[src/rtl/k2_out_uart_tx.sv]
// k2_out_uart_tx: watches the K2 core's R0 output register, queues every new
// value in a small circular FIFO and drains the queue as LSB-first UART frames
// (start, 8 data bits, stop) on a single pin. The core is never stalled: if the
// queue is full, the new value is dropped and a sticky overflow flag is raised.
// Optional build macro: K2_OUT_UART_PARITY_EN inserts an even-parity bit
// between the last data bit and the stop bit.
module k2_out_uart_tx #(
  parameter int CLKS_PER_BIT = 868,
  parameter int FIFO_DEPTH   = 8
) (
  input  logic                          clk,
  input  logic                          reset_n,
  input  logic [7:0]                    r0_in,
  input  logic                          clr_ovf,
  output logic                          tx,
  output logic                          busy,
  output logic [$clog2(FIFO_DEPTH):0]   fifo_count,
  output logic                          overflow
);

  localparam int AW = $clog2(FIFO_DEPTH);
  localparam int BW = $clog2(CLKS_PER_BIT);
  localparam logic [BW-1:0] BAUD_LAST = BW'(CLKS_PER_BIT - 1);
  localparam logic [AW:0]   CNT_FULL  = (AW + 1)'(FIFO_DEPTH);

  typedef enum logic [2:0] {
    IDLE   = 3'd0,
    START  = 3'd1,
    DATA   = 3'd2,
`ifdef K2_OUT_UART_PARITY_EN
    PARITY = 3'd4,
`endif
    STOP   = 3'd3
  } state_t;

  state_t state_reg, state_next;

  logic [7:0]    prev_r0_reg;
  logic [7:0]    mem [FIFO_DEPTH];
  logic [AW-1:0] wr_ptr_reg, rd_ptr_reg;
  logic [AW:0]   count_reg;
  logic          overflow_reg;
  logic [BW-1:0] baud_reg;
  logic [2:0]    bit_reg;
  logic [7:0]    shift_reg;
  logic          tx_reg, tx_next;
  logic          busy_reg, busy_next;
`ifdef K2_OUT_UART_PARITY_EN
  logic          parity_reg;
`endif

  logic [7:0] head;
  logic       fifo_empty, fifo_full, baud_done;
  logic       push_req, push, drop, pop;

  assign head       = mem[rd_ptr_reg];
  assign fifo_empty = (count_reg == '0);
  assign fifo_full  = (count_reg == CNT_FULL);
  assign baud_done  = (baud_reg == BAUD_LAST);

  // A full queue still accepts a push when the head leaves in the same cycle.
  assign push_req = (r0_in != prev_r0_reg);
  assign push     = push_req && (!fifo_full || pop);
  assign drop     = push_req && fifo_full && !pop;

  // State register.
  always_ff @(posedge clk or negedge reset_n) begin
    if (!reset_n) state_reg <= IDLE;
    else          state_reg <= state_next;
  end

  // Next-state logic: frames chain straight from STOP into START when more data waits.
  always_comb begin
    state_next = state_reg;
    case (state_reg)
      IDLE:  if (!fifo_empty) state_next = START;
      START: if (baud_done) state_next = DATA;
      DATA:  if (baud_done && bit_reg == 3'd7) begin
`ifdef K2_OUT_UART_PARITY_EN
               state_next = PARITY;
`else
               state_next = STOP;
`endif
             end
`ifdef K2_OUT_UART_PARITY_EN
      PARITY: if (baud_done) state_next = STOP;
`endif
      STOP:  if (baud_done) state_next = fifo_empty ? IDLE : START;
      default: state_next = IDLE;
    endcase
  end

  // Output logic: FIFO pop strobe and the next registered line/busy levels.
  always_comb begin
    pop       = 1'b0;
    tx_next   = tx_reg;
    busy_next = busy_reg;
    case (state_reg)
      IDLE: if (!fifo_empty) begin
              pop       = 1'b1;
              tx_next   = 1'b0;
              busy_next = 1'b1;
            end
      START: if (baud_done) tx_next = shift_reg[0];
      DATA: if (baud_done) begin
              if (bit_reg == 3'd7) begin
`ifdef K2_OUT_UART_PARITY_EN
                tx_next = parity_reg;
`else
                tx_next = 1'b1;
`endif
              end else begin
                tx_next = shift_reg[1];
              end
            end
`ifdef K2_OUT_UART_PARITY_EN
      PARITY: if (baud_done) tx_next = 1'b1;
`endif
      STOP: if (baud_done) begin
              if (!fifo_empty) begin
                pop     = 1'b1;
                tx_next = 1'b0;
              end else begin
                busy_next = 1'b0;
              end
            end
      default: ;
    endcase
  end

  // Queue storage; contents need no reset because the pointers define validity.
  always_ff @(posedge clk) begin
    if (push) mem[wr_ptr_reg] <= r0_in;
  end

  // Change detection, queue bookkeeping, overflow flag and serializer datapath.
  always_ff @(posedge clk or negedge reset_n) begin
    if (!reset_n) begin
      prev_r0_reg  <= 8'h00;
      wr_ptr_reg   <= '0;
      rd_ptr_reg   <= '0;
      count_reg    <= '0;
      overflow_reg <= 1'b0;
      baud_reg     <= '0;
      bit_reg      <= 3'd0;
      shift_reg    <= 8'h00;
      tx_reg       <= 1'b1;
      busy_reg     <= 1'b0;
`ifdef K2_OUT_UART_PARITY_EN
      parity_reg   <= 1'b0;
`endif
    end else begin
      // prev_r0 follows the input even when the value itself is dropped.
      prev_r0_reg <= r0_in;
      if (push) wr_ptr_reg <= wr_ptr_reg + AW'(1);
      if (pop)  rd_ptr_reg <= rd_ptr_reg + AW'(1);
      if (push && !pop)      count_reg <= count_reg + (AW + 1)'(1);
      else if (pop && !push) count_reg <= count_reg - (AW + 1)'(1);
      // A drop in the same cycle as a clear leaves the flag set.
      if (drop)         overflow_reg <= 1'b1;
      else if (clr_ovf) overflow_reg <= 1'b0;

      if (state_reg == IDLE || baud_done) baud_reg <= '0;
      else                                baud_reg <= baud_reg + BW'(1);
      if (state_reg == DATA && baud_done) bit_reg <= bit_reg + 3'd1;

      if (pop)                                 shift_reg <= head;
      else if (state_reg == DATA && baud_done) shift_reg <= {1'b0, shift_reg[7:1]};
`ifdef K2_OUT_UART_PARITY_EN
      if (pop) parity_reg <= ^head;
`endif
      tx_reg   <= tx_next;
      busy_reg <= busy_next;
    end
  end

  assign tx         = tx_reg;
  assign busy       = busy_reg;
  assign fifo_count = count_reg;
  assign overflow   = overflow_reg;

endmodule
[config.mk]
export PLATFORM = sky130hd
export DESIGN_NAME = k2_out_uart_tx
export DESIGN_NICKNAME = d
export VERILOG_FILES = /design/src/rtl/k2_out_uart_tx.sv
export SDC_FILE = /design/constraint.sdc
export NUM_CORES = 1
export LEC_CHECK = 0
export CORE_MARGIN = 3
export CORE_UTILIZATION = 46
export DETAILED_ROUTE_END_ITERATION = 10
export GPL_TIMING_DRIVEN = 0
export HOLD_SLACK_MARGIN = 0.05
export PLACE_DENSITY = 0.65
export SLEW_MARGIN = 20
export SYNTH_ARGS = -nofsm -noshare
export SYNTH_HDL_FRONTEND = slang
export SYNTH_SLANG_ARGS = --single-unit
[constraint.sdc]
create_clock -name clk -period 2.8 [get_ports clk]
set_input_delay 0.42 -clock clk [delete_from_list [all_inputs] [get_ports clk]]
set_output_delay 0.42 -clock clk [all_outputs]
set_load 0.02 [all_outputs]
==> metrics.md <==
| Metric | Value |
|---|---|
| Status | `completed` |
| Crit path kind | `register to register` |
| Worst hold start | `r0_in[0]` |
| Vias per inst | `5.32` |
| DR WL/cell | `18.0 µm` |
| CTS tree | `yes` |
| Worst-Margin Slew | `0.626 ns` |
| R2r worst-path depth | `14` |
| RR Startpoint | `baud_reg[0]$_DFF_PN0_` |
| Critical path arrival | `3.02 ns` |
| Routability Congestion | `0.783` |
| IO buf count | `17` |
| PD cells | `1070 nW/µm²` |
| Antenna Nets Post-Route | `0` |
| Leading cell type in the layout, fill and taps excluded | `edfxtp_1` |
| Final period util | `99.0%` |
| Clock Skew | `0.0144 ns` |
| Worst-Skew Late Latency | `0.37 ns` |
| Power Total | `5.73 mW` |
| Die Span Y | `106 µm` |
| Via Count | `2,480` |
| Final Hold Fails | `0` |
| Final Critical Period | `2.77 ns` |
| CP Cell Sequence | `ha_4 -> and4bb_1 -> a41oi_2 -> or3_4 -> a31oi_4 -> buf_6 -> ha_4 -> inv_4 -> ha_4 -> a21o_1 -> a21oi_2 -> xnor2_1 -> nor2_1 -> xor2_1` |
| Final WL | `8380 µm` |
| Clk sinks | `108` |
| Gr usage total | `16.1%` |
| Seq/Total Area, Yosys | `66.2%` |
| Initial Utilization | `48.3%` |
| Reg clk slew, reported paths | `0.12 ns` |
| Layout Nets | `356` |
| Die Wd | `106 µm` |
| Cell mode on critical path | `ha_4` |
| Placed inst area | `4950 µm²` |
| Max VDD drop | `534 µV` |
| Detailed Place HPWL | `5450 µm` |
| CP peak stage delay | `0.45 ns` |
| Placed Cells | `431` |
| Hold WC Path Type | `input port to register` |
| Cells after Synth | `284` |
| Row Count | `35` |
| Mapped Avg Cell Area | `16.1 µm²` |
| Unrepaired setup endpoints after global routing | `yes` |
| WHS | `0.371 ns` |
| Worst Path Max Fanout | `4` |
| CTS H-tree depth | `3` |
| Antenna diode count | `0` |
| Max Cap Violations | `0` |
| Grt ovf | `0` |
| DR iter-0 viols | `118` |
| Max reg flops | `64` |
| Synthesized Nets | `308` |
| First-pass GRT wire length | `13,700 µm` |
| RR Endpoint | `fifo_count[3]$_DFFE_PN0P_` |
| First drt pass iteration count | `4` |
| Worst Path Required | `3.05 ns` |
| Drt drc | `0` |
| Inserted Clock Buffers | `9` |
| Critical Path Source Type | `register` |
| CP top delay family | `simple AND/OR/NAND/NOR gates` |
| Clk buf depth | `2` |
| Max_slew headroom | `57.9%` |
| Most frequent cells in the layout | `edfxtp_1, dfrtp_1, buf_4, nor2_1, mux4_2` |
| Vias in the first global route | `2,571` |
| Post-Syn Area | `4570 µm²` |
| Layout area overhead | `17.4%` |
| Slew Viols, Final | `0` |
| Antenna violations before repair | `0` |
| Setup crit end kind | `register` |
| Leakage | `2.08 nW` |
| Layout Cell Area excl Fill | `5360 µm²` |
| Max Fclk | `361 MHz` |
| CP bufs+invs | `2` |
| Final setup vio count | `0` |
| Largest net degree at the start of global routing | `31` |
| Distinct cells, synth | `41` |
| Core outline area | `9460 µm²` |
| Reg2reg setup slack | `0.03 ns` |
| Crit-path slowest cell | `or3_4` |
| Yosys reg bits | `108` |
| Hold path depth | `1` |
| Hold endpoint | `prev_r0_reg[0]$_DFF_PN0_` |
| Post-Layout Cell Count | `466` |
| Root buf cell | `clkbuf_8` |
| # IOs | `18` |
| Full die area | `11,200 µm²` |
| YS warnings | `0` |
| Setup TNS | `0 ns` |
| Share of post-route cells with drive strength above 1 | `25.5%` |
synth_stat cells:
master	instances	share of area [%]
a211oi_1	8	1.3
a21o_1	1	0.16
a21oi_1	10	1.1
a31oi_1	1	0.14
a31oi_4	1	0.47
a32o_1	1	0.22
a41oi_1	1	0.19
and2_1	1	0.14
and3_1	4	0.55
and3b_1	1	0.19
and4_1	1	0.19
and4b_1	3	0.66
and4bb_1	3	0.82
buf_2	5	0.55
buf_6	1	0.25
clkbuf_1	4	0.33
dfrtp_1	43	24
dfstp_2	1	0.58
edfxtp_1	64	42
fa_1	1	0.44
ha_1	12	3.3
inv_1	5	0.41
mux2_2	7	1.7
mux2i_1	8	1.8
mux4_2	16	7.9
nand2_1	6	0.49
nand2b_1	1	0.14
nand3_1	6	0.66
nand4_1	4	0.55
nor2_1	16	1.3
nor2b_1	8	1.1
nor3_1	2	0.22
nor3b_1	1	0.16
nor4_1	1	0.14
nor4b_1	1	0.19
o21ai_0	7	0.77
o22ai_1	1	0.14
or2_2	1	0.14
or3_4	1	0.25
xnor2_1	15	2.9
xor2_1	10	1.9
logic make-up (layout without fill, tap and decap cells):
family,Yosys count,count (layout),synth area share (%)
muxes,31,31,11.4
AOI/OAI and AO/OA,31,31,4.49
xor gates and xnor gates,25,25,4.79
DFF,108,108,66.2
and+or+nand+nor,61,61,7.89
buffers and inverters,15,68,1.53
adders and majority gates,13,13,3.72
what timing repair did:
action,CTS,global route
pin swaps,8,7
resized for setup,8,15
setup buffers,16,2
hold buffers,1,0
endpoints found under the hold margin,13,0
setup endpoints to repair,3,6
area by class of cell:
type                       count  area, µm²
timing repair buffer          37        342
tap                          129        161
clock buffer                   9        124
inverter                       5       21.3
buffer                        10       53.8
sequential                   108       3020
fill                         780       4100
clock inverter                 7       77.6
multi-input combinational    161       1560
where the power goes:
group / total, mW / internal, mW / switching [mW]
clock: 0.956 / 0.358 / 0.598
combinational: 2.29 / 1.16 / 1.13
sequential: 2.48 / 2.20 / 0.283
per-stage QoR:
step | utilization, % | setup WS [ns]
after floorplan | - | 0.00115
after CTS | 56.3 | 0.000680
after detailed placement | 52.3 | -0.524
final | 56.7 | 0.0280
after global placement | 52.2 | -0.520
after global routing | 56.7 | -0.0771
metal layers:
| layer | vias up | part of all wire (%) | track usage, % |
|---|---|---|---|
| li1 | 1175 | - | - |
| met1 | 1258 | 47 | 23.1 |
| met2 | 40 | 49 | 25.3 |
| met3 | 7 | 3.6 | 3.49 |
| met4 | 0 | 1.0 | 4.07 |
| met5 | - | 0 | 0 |
worst max path at each step:
stage	startpoint	to	cells past startpoint
floorplan	baud_reg[0]$_DFF_PN0_	fifo_count[3]$_DFFE_PN0P_	14
global placement	fifo_count[0]$_DFFE_PN0P_	fifo_count[3]$_DFFE_PN0P_	11
detailed placement	fifo_count[0]$_DFFE_PN0P_	fifo_count[3]$_DFFE_PN0P_	11
CTS	baud_reg[0]$_DFF_PN0_	fifo_count[3]$_DFFE_PN0P_	14
global route	baud_reg[0]$_DFF_PN0_	fifo_count[3]$_DFFE_PN0P_	14
finish	baud_reg[0]$_DFF_PN0_	fifo_count[3]$_DFFE_PN0P_	14
No activity file was read; power rests on OpenSTA's default activity.
